==> config.mk <==
export PLATFORM = sky130hd
export DESIGN_NAME = tx_os_scheduler_flat
export DESIGN_NICKNAME = d
export VERILOG_FILES = /design/src/rtl/tx_os_scheduler_pkg.sv /design/src/rtl/tx_os_scheduler_if.sv /design/src/rtl/tx_os_scheduler_phase_counter.sv /design/src/rtl/tx_os_scheduler.sv /design/src/flat_wrapper.sv
export SDC_FILE = /design/constraint.sdc
export NUM_CORES = 1
export LEC_CHECK = 0
export CORE_ASPECT_RATIO = 0.9
export CORE_MARGIN = 3
export CORE_UTILIZATION = 35
export CTS_CLUSTER_SIZE = 40
export DETAILED_ROUTE_END_ITERATION = 8
export DONT_BUFFER_PORTS = 1
export PLACE_DENSITY = 0.6
export SYNTH_ARGS = -nofsm -noshare
export SYNTH_HDL_FRONTEND = slang
export SYNTH_HIERARCHICAL = 1
export SYNTH_SLANG_ARGS = --single-unit
==> constraint.sdc <==
create_clock -name clk -period 8.2 [get_ports clk]
set_clock_uncertainty 0.1 [all_clocks]
set_input_delay 1.64 -clock clk [delete_from_list [all_inputs] [get_ports clk]]
set_output_delay 1.64 -clock clk [all_outputs]
set_load 0.01 [all_outputs]
==> src/rtl/tx_os_scheduler_pkg.sv <==
// tx_os_pkg: shared definitions for the transmit ordered-set scheduler.
// Contents:
//   DSEL_* : 4-bit lane data bus selector codes (shared with the data bus)
//   state_t: scheduler state enum
//   dsel_of: selector code driven for a given state
//   is_training: true for every state that transmits training sets
package tx_os_pkg;

  localparam logic [3:0] DSEL_SLOS1 = 4'd0;
  localparam logic [3:0] DSEL_SLOS2 = 4'd1;
  localparam logic [3:0] DSEL_G3TS1 = 4'd2;
  localparam logic [3:0] DSEL_G3TS2 = 4'd3;
  localparam logic [3:0] DSEL_G4TS1 = 4'd4;
  localparam logic [3:0] DSEL_G4TS2 = 4'd5;
  localparam logic [3:0] DSEL_G4TS3 = 4'd6;
  localparam logic [3:0] DSEL_G4TS4 = 4'd7;
  localparam logic [3:0] DSEL_DATA  = 4'd8;
  localparam logic [3:0] DSEL_IDLE  = 4'd9;

  typedef enum logic [3:0] {
    ST_IDLE,
    ST_SLOS1,
    ST_SLOS2,
    ST_G3TS1,
    ST_G3TS2,
    ST_G4TS1,
    ST_G4TS2,
    ST_G4TS3,
    ST_G4TS4,
    ST_DATA
  } state_t;

  function automatic logic [3:0] dsel_of(input state_t s);
    case (s)
      ST_SLOS1: return DSEL_SLOS1;
      ST_SLOS2: return DSEL_SLOS2;
      ST_G3TS1: return DSEL_G3TS1;
      ST_G3TS2: return DSEL_G3TS2;
      ST_G4TS1: return DSEL_G4TS1;
      ST_G4TS2: return DSEL_G4TS2;
      ST_G4TS3: return DSEL_G4TS3;
      ST_G4TS4: return DSEL_G4TS4;
      ST_DATA:  return DSEL_DATA;
      default:  return DSEL_IDLE;
    endcase
  endfunction

  function automatic logic is_training(input state_t s);
    return !((s == ST_IDLE) || (s == ST_DATA));
  endfunction

endpackage

==> src/rtl/tx_os_scheduler_if.sv <==
// tx_os_scheduler_if: control and status bundle between the LTSSM / lane
// data bus and the ordered-set scheduler.
//   master (LTSSM + data bus side): drives train_start, train_abort, gen4,
//     partner_ready, os_sent; observes d_sel, busy, train_done, set_cnt.
//   slave (scheduler): the reverse directions.
interface tx_os_scheduler_if #(
  parameter int CNT_W = 8
);
  logic             train_start;
  logic             train_abort;
  logic             gen4;
  logic             partner_ready;
  logic             os_sent;
  logic [3:0]       d_sel;
  logic             busy;
  logic             train_done;
  logic [CNT_W-1:0] set_cnt;

  modport master (
    output train_start, train_abort, gen4, partner_ready, os_sent,
    input  d_sel, busy, train_done, set_cnt
  );

  modport slave (
    input  train_start, train_abort, gen4, partner_ready, os_sent,
    output d_sel, busy, train_done, set_cnt
  );
endinterface

==> src/rtl/tx_os_scheduler_phase_counter.sv <==
// os_phase_counter: counts completed ordered sets within one training phase.
// Ports:
//   clk, rst  : clock, asynchronous active-high reset
//   count_en  : one set finished in a training phase
//   clear     : return the count to zero (has priority over count_en)
//   limit     : phase limit for the current phase
//   cnt       : sets completed so far
//   limit_hit : count_en this cycle and the phase limit is (or already was) reached
module os_phase_counter #(
  parameter int CNT_W = 8
) (
  input  logic             clk,
  input  logic             rst,
  input  logic             count_en,
  input  logic             clear,
  input  logic [CNT_W-1:0] limit,
  output logic [CNT_W-1:0] cnt,
  output logic             limit_hit
);

  logic [CNT_W-1:0] cnt_q, cnt_d;
  logic [CNT_W-1:0] cnt_inc;
  logic             at_limit;

  assign cnt_inc  = cnt_q + CNT_W'(1);
  assign at_limit = (cnt_q == limit);
  // at_limit covers a gated phase that is already saturated and still waiting
  assign limit_hit = count_en && (at_limit || (cnt_inc == limit));
  assign cnt       = cnt_q;

  // Saturate at the limit instead of wrapping when the phase cannot exit yet.
  always_comb begin
    cnt_d = cnt_q;
    if (clear) begin
      cnt_d = '0;
    end else if (count_en && !at_limit) begin
      cnt_d = cnt_inc;
    end
  end

  always_ff @(posedge clk or posedge rst) begin
    if (rst) begin
      cnt_q <= '0;
    end else begin
      cnt_q <= cnt_d;
    end
  end

endmodule

==> src/rtl/tx_os_scheduler.sv <==
// tx_os_scheduler: walks the lane data bus selector through the Gen3 or
// Gen4 link-training ordered-set order, then hands the bus to DATA.
// Ports:
//   clk, rst : clock, asynchronous active-high reset
//   bus      : tx_os_scheduler_if.slave
//              (train_start/train_abort/gen4/partner_ready/os_sent in,
//               d_sel/busy/train_done/set_cnt out, all outputs registered)
module tx_os_scheduler
  import tx_os_pkg::*;
#(
  parameter int N_SLOS1 = 2,
  parameter int N_SLOS2 = 2,
  parameter int N_TS1   = 16,
  parameter int N_TS2   = 16,
  parameter int N_TS3   = 16,
  parameter int N_TS4   = 16,
  parameter int CNT_W   = 8
) (
  input  logic                clk,
  input  logic                rst,
  tx_os_scheduler_if.slave    bus
);

  state_t           state_q, state_d;
  logic             gen4_q, gen4_d;
  logic             ready_q, ready_d;
  logic [3:0]       d_sel_q, d_sel_d;
  logic             busy_q, busy_d;
  logic             done_q, done_d;

  logic [CNT_W-1:0] limit;
  logic [CNT_W-1:0] cnt;
  logic             limit_hit;
  logic             in_train;
  logic             count_en;
  logic             cnt_clear;
  logic             ready_eff;

  assign in_train  = is_training(state_q);
  assign count_en  = bus.os_sent && in_train;
  // A phase change (including abort) clears the counter in the same cycle.
  assign cnt_clear = !in_train || (state_d != state_q);
  // partner_ready coincident with the limiting os_sent still allows the exit.
  assign ready_eff = ready_q || bus.partner_ready;

  always_comb begin
    case (state_q)
      ST_SLOS1:           limit = CNT_W'(N_SLOS1);
      ST_SLOS2:           limit = CNT_W'(N_SLOS2);
      ST_G3TS1, ST_G4TS1: limit = CNT_W'(N_TS1);
      ST_G3TS2, ST_G4TS2: limit = CNT_W'(N_TS2);
      ST_G4TS3:           limit = CNT_W'(N_TS3);
      ST_G4TS4:           limit = CNT_W'(N_TS4);
      default:            limit = '0;
    endcase
  end

  os_phase_counter #(
    .CNT_W (CNT_W)
  ) u_phase_counter (
    .clk       (clk),
    .rst       (rst),
    .count_en  (count_en),
    .clear     (cnt_clear),
    .limit     (limit),
    .cnt       (cnt),
    .limit_hit (limit_hit)
  );

  always_ff @(posedge clk or posedge rst) begin
    if (rst) begin
      state_q <= ST_IDLE;
      gen4_q  <= 1'b0;
      ready_q <= 1'b0;
      d_sel_q <= DSEL_IDLE;
      busy_q  <= 1'b0;
      done_q  <= 1'b0;
    end else begin
      state_q <= state_d;
      gen4_q  <= gen4_d;
      ready_q <= ready_d;
      d_sel_q <= d_sel_d;
      busy_q  <= busy_d;
      done_q  <= done_d;
    end
  end

  // Both TS1 states share the ready gating; the latched generation picks
  // which TS2 follows.
  always_comb begin
    state_d = state_q;
    gen4_d  = gen4_q;
    ready_d = ready_q;
    if (bus.train_abort) begin
      state_d = ST_IDLE;
      ready_d = 1'b0;
    end else begin
      case (state_q)
        ST_IDLE: begin
          if (bus.train_start) begin
            gen4_d  = bus.gen4;
            state_d = bus.gen4 ? ST_G4TS1 : ST_SLOS1;
          end
        end
        ST_SLOS1: if (limit_hit) state_d = ST_SLOS2;
        ST_SLOS2: if (limit_hit) state_d = ST_G3TS1;
        ST_G3TS1, ST_G4TS1: begin
          if (bus.partner_ready) ready_d = 1'b1;
          if (limit_hit && ready_eff) begin
            state_d = gen4_q ? ST_G4TS2 : ST_G3TS2;
            ready_d = 1'b0;
          end
        end
        ST_G3TS2: if (limit_hit) state_d = ST_DATA;
        ST_G4TS2: if (limit_hit) state_d = ST_G4TS3;
        ST_G4TS3: if (limit_hit) state_d = ST_G4TS4;
        ST_G4TS4: if (limit_hit) state_d = ST_DATA;
        default: ;
      endcase
    end
  end

  // Outputs are decoded from the next state so the registers track state_q.
  always_comb begin
    d_sel_d = dsel_of(state_d);
    busy_d  = is_training(state_d);
    done_d  = (state_d == ST_DATA) && (state_q != ST_DATA);
  end

  assign bus.d_sel      = d_sel_q;
  assign bus.busy       = busy_q;
  assign bus.train_done = done_q;
  assign bus.set_cnt    = cnt;

endmodule

==> src/flat_wrapper.sv <==
// flat-port wrapper written by rule: the top's interface ports become plain ports
module tx_os_scheduler_flat import tx_os_pkg::*;
#(
  parameter int N_SLOS1 = 2,
  parameter int N_SLOS2 = 2,
  parameter int N_TS1   = 16,
  parameter int N_TS2   = 16,
  parameter int N_TS3   = 16,
  parameter int N_TS4   = 16,
  parameter int CNT_W   = 8
)
  (clk, rst, bus_train_start, bus_train_abort, bus_gen4, bus_partner_ready, bus_os_sent, bus_d_sel, bus_busy, bus_train_done, bus_set_cnt);
  tx_os_scheduler_if #(.CNT_W(CNT_W)) bus_i ();
  input  logic clk;
  input  logic rst;
  input wire logic [$bits(bus_i.train_start)-1:0] bus_train_start;
  input wire logic [$bits(bus_i.train_abort)-1:0] bus_train_abort;
  input wire logic [$bits(bus_i.gen4)-1:0] bus_gen4;
  input wire logic [$bits(bus_i.partner_ready)-1:0] bus_partner_ready;
  input wire logic [$bits(bus_i.os_sent)-1:0] bus_os_sent;
  output wire logic [$bits(bus_i.d_sel)-1:0] bus_d_sel;
  output wire logic [$bits(bus_i.busy)-1:0] bus_busy;
  output wire logic [$bits(bus_i.train_done)-1:0] bus_train_done;
  output wire logic [$bits(bus_i.set_cnt)-1:0] bus_set_cnt;
  assign bus_i.train_start = bus_train_start;
  assign bus_i.train_abort = bus_train_abort;
  assign bus_i.gen4 = bus_gen4;
  assign bus_i.partner_ready = bus_partner_ready;
  assign bus_i.os_sent = bus_os_sent;
  assign bus_d_sel = bus_i.d_sel;
  assign bus_busy = bus_i.busy;
  assign bus_train_done = bus_i.train_done;
  assign bus_set_cnt = bus_i.set_cnt;
  tx_os_scheduler #(.N_SLOS1(N_SLOS1), .N_SLOS2(N_SLOS2), .N_TS1(N_TS1), .N_TS2(N_TS2), .N_TS3(N_TS3), .N_TS4(N_TS4), .CNT_W(CNT_W)) u_core (.clk(clk), .rst(rst), .bus(bus_i));
endmodule
==> metrics list <==
* Outcome: completed
- The die is 80.5 um wide.
- STA classifies the critical path endpoint as a register.
- Largest net degree at the start of global routing: 21
- Along the worst path, the maximum fanout reaches 12.
- The wire-length estimate of the detail-placed layout is 2770 um.
- Hold Path Depth: 2
- Die outline height: 73.0 um
- Synthesis produced 192 cells.
* Root Buffer Master: sky130_fd_sc_hd__clkbuf_8
- At the pin with the least slew margin, the transition time is 0.822 ns.
* Number of cell rows: 23
- After clock tree synthesis, the flow added hold-fix buffers numbering 0.
- RSZ-0062 raised after global routing: no
* Number of logic stages on the critical path including buffering: 16
* Average wire per standard cell: 14.4 um
- The critical path is of the reg2reg type.
* Warning count from the yosys run: 6
* Min-Delay Path Class: reg2reg
* Synthesized area per cell: 9.10 um^2
- Clock tree from TritonCTS: yes
* Share of the synthesized area in the top cell type: 25.8%
* Maximum vdd drop: 0.000139 V
- Clock buffer depth: 2
* Final antenna-violating net count: 0
* Die outline area: 0.00588 mm^2
- OpenSTA, run right after detailed placement, puts the worst setup slack at 3.38 ns.
- Of the total synthesized cell area, the portion taken by full adders, half adders and majority gates is 6.44%.
- Data arrival at the endpoint of the critical path: 4.78 ns
- Mux contribution to synthesized area: 3.79%
- Setup TNS Final: 0 ns
- Max-cap violations in this run came to 0.
- Post-layout minimum cycle time: 4.68 ns
* Leakage power summed over all cells: 0.757 nW
- The filler cells instantiated in the layout total 456.
* Final critical-path share of the clock period: 57.1%
- Combinational family with the most area after synthesis: simple AND/OR/NAND/NOR gates
* Highest-count cells in the layout ignoring fill and taps: sky130_fd_sc_hd__dfrtp_1 (18), sky130_fd_sc_hd__nand2_1 (14), sky130_fd_sc_hd__inv_1 (13)
- 21 I/O pins were placed.
- Final core utilization: 40.0%
- sky130_fd_sc_hd__dfrtp_1 takes more of the synthesized area than any other cell.
* Relative slew slack: 45.1%
* Port Buffer Count: 0
* Sequential element share of the synthesized area: 28.8%
- Number of antenna violations at the first check in global routing: 0
- Post_cts resized: 0
- Count of nets after finishing: 212
* Ranking of synthesized cells by area: sky130_fd_sc_hd__dfrtp_1 (26%), sky130_fd_sc_hd__ha_1 (6.4%), sky130_fd_sc_hd__xnor2_1 (5.5%), sky130_fd_sc_hd__dfstp_2 (3.0%), sky130_fd_sc_hd__nand2_1 (3.0%)
- Synthesized-area fraction occupied by ao, oa, aoi and oai cells: 19.8%
* Clock Sinks: 20
* Ys async rst share: 100%
- The number of buffers and inverters on the critical path is 1.
- Placer's final routability congestion estimate: 0.842
* Most frequently used flop master after synthesis: sky130_fd_sc_hd__dfrtp_1
* Wirelength, routed: 3710 um
- Number of buffers added by the clock tree synthesis step: 3
* Delay of the slowest cell on the worst path: 0.64 ns
- Global routing used 13.2% of the available tracks.
- TritonRoute pass-1 iters: 4
- Using the TritonRoute via totals, the vias-per-cell ratio works out to 5.26.
* Syn Std Cell Area: 0.00175 mm^2
- After floorplanning, the core was sized to cover 0.00463 mm^2.
- For this block, the via count after detailed routing is 1352.
* Initial Utilization: 37.7%
* Final slew viol count: 0
- Hold Violations, Final: 0
- EDFF count, synth: 0
* Setup slack of the critical path after layout: 3.52 ns
* F_max: 214 MHz
- Power Total: 0.000413 W
* First-pass GRT wire length: 6090 um
- Final count of negative-setup-slack endpoints: 0
* Clock edge transition at the registers on the reported setup and hold paths: 0.07 ns
- In this run the number of H-tree levels came out at 1.
- Fraction of synthesized cell area in xor and xnor cells: 12.4%
- Cell-by-cell trace of the critical path: inv_1 -> ha_1 -> nand2b_1 -> a21oi_1 -> xnor2_2 -> o221ai_1 -> o31ai_1 -> a32o_1 -> nor2b_1 -> o211ai_1 -> o22ai_1 -> a21o_1 -> xnor2_1 -> o2111ai_1 -> or4_1 -> nand2_1
- The finished cells cover 0.00185 mm^2.
* Skew-Pair Late Insertion Delay: 0.26 ns
- The slowest stage of the critical path belongs to the cell sky130_fd_sc_hd__or4_1.
* Post-synthesis sequential element count: 20
- The via count of the first global-routing pass is 1238.
* Synth unique cells: 60
- Of the cells placed in the final design, the portion with a size suffix greater than 1 is 11.3%.
- For the worst setup path, the data required time is 8.30 ns.
* Total placed instance area: 0.00180 mm^2
* P&R area growth vs syn: 6.08%
- Most common library cell in the layout ignoring fill and taps: sky130_fd_sc_hd__dfrtp_1
* Power density of the placed cells: 223 mW/mm^2
* Simple-gate share of the synthesized area: 22.1%
- Counting cells, the worst reg-to-reg path comes to 16.
- In this run, the number of DRC markers left after iteration 0 of detailed routing was 164.
* Antenna Diode Count: 0
- In this run the post-CTS setup repair buffer count came out at 0.
- Remaining Overflow, GRT: 0
* Kind of launch point of the worst setup path: register
- Final routed DRC violation total: 0
* Family with the most delay on the worst path: compound AO/OA/AOI/OAI gates
==> synthesized netlist by cell type, types with 2 or more instances <==
cell,number
sky130_fd_sc_hd__ha_1,9
sky130_fd_sc_hd__o21ai_0,9
sky130_fd_sc_hd__mux2i_1,4
sky130_fd_sc_hd__nor3_1,5
sky130_fd_sc_hd__xnor2_1,11
sky130_fd_sc_hd__o211ai_1,3
sky130_fd_sc_hd__a21o_1,2
sky130_fd_sc_hd__o31ai_1,2
sky130_fd_sc_hd__or3_1,4
sky130_fd_sc_hd__nor3_2,2
sky130_fd_sc_hd__buf_4,2
sky130_fd_sc_hd__inv_1,13
sky130_fd_sc_hd__and3_1,2
sky130_fd_sc_hd__a211oi_1,4
sky130_fd_sc_hd__nand3_1,6
sky130_fd_sc_hd__or4_1,3
sky130_fd_sc_hd__nor2b_1,7
sky130_fd_sc_hd__nand4_1,2
sky130_fd_sc_hd__xor2_1,5
sky130_fd_sc_hd__dfrtp_1,18
sky130_fd_sc_hd__a21oi_1,8
sky130_fd_sc_hd__nor3b_1,2
sky130_fd_sc_hd__nor2_1,9
sky130_fd_sc_hd__a31oi_1,2
sky130_fd_sc_hd__buf_2,5
sky130_fd_sc_hd__nand2_1,14
sky130_fd_sc_hd__xnor2_2,3
sky130_fd_sc_hd__or2_1,2
sky130_fd_sc_hd__dfstp_2,2
sky130_fd_sc_hd__clkbuf_1,2
==> layer usage <==
layer,vias to the layer above,share of wire [%],track usage [%]
met5,-,0,0
met4,0,1.4,5.25
met3,5,3.4,2.22
met2,24,43,17.9
met1,639,53,20.5
li1,684,-,-
==> layout make-up <==
| type | count | area, um^2 | area share, % |
|---|---|---|---|
| clock buffers | 4 | 55.1 | 2.97 |
| inverters | 13 | 48.8 | 2.63 |
| multi-input cells | 158 | 1170 | 63.1 |
| flip-flops and latches | 20 | 503 | 27.1 |
| well taps | 62 | 77.6 | 4.18 |
==> per-stage QoR <==
step / hold WS (ns) / cells
after detailed placement: 0.400 / 253
after CTS: 0.421 / 257
after global routing: 0.467 / 257
final: 0.425 / 257
after global placement: 0.400 / 253
after floorplan: 0.362 / 202
==> cell families (layout without fill, tap and decap cells) <==
family / Yosys count / after routing
and+or+nand+nor: 65 / 65
AOI/OAI and AO/OA: 47 / 47
buffers and inverters: 24 / 17
xor gates and xnor gates: 20 / 20
DFF: 20 / 20
adders and majority gates: 9 / 9
muxes: 6 / 6
other: 1 / 11
==> sequential cells by signal, indices dropped and copies added, names as in the netlist <==
signal and count:
u_core/bus.train_done 1, u_core/bus.busy 1, u_core/state_q 4, u_core/bus.d_sel 4
u_core/u_phase_counter/cnt 8, u_core/ready_q 1, u_core/gen4_q 1
==> worst paths after layout <==
check / from / slack [ns] / to
worst max-delay path: u_core/state_q[1]$_DFF_PP0_ / 3.52 / u_core/u_phase_counter/cnt[4]$_DFFE_PP0P_
worst min-delay path: u_core/gen4_q$_DFFE_PP0P_ / 0.43 / u_core/gen4_q$_DFFE_PP0P_
worst max register to register: u_core/state_q[1]$_DFF_PP0_ / 3.52 / u_core/u_phase_counter/cnt[4]$_DFFE_PP0P_
worst min register to register: u_core/gen4_q$_DFFE_PP0P_ / 0.43 / u_core/gen4_q$_DFFE_PP0P_
max in group asynchronous: rst / 6.49 / u_core/bus.d_sel[0]$_DFF_PP1_
min in group asynchronous: rst / 1.11 / u_core/u_phase_counter/cnt[2]$_DFFE_PP0P_
==> report_power, final <==
| group | total, W | switching [W] | internal [W] |
|---|---|---|---|
| registers | 0.000143 | 0.0000233 | 0.000119 |
| logic | 0.000195 | 0.000117 | 0.0000779 |
| clock network | 0.0000751 | 0.0000324 | 0.0000427 |
| total | 0.000413 | 0.000173 | 0.000240 |
==> tightest hold or removal path, stage by stage, from the launching register on <==
cell	delay, ns
sky130_fd_sc_hd__dfrtp_1	0.35
sky130_fd_sc_hd__o21ai_0	0.08
sky130_fd_sc_hd__nand2_1	0.06
(Power assumes the default switching activity.)
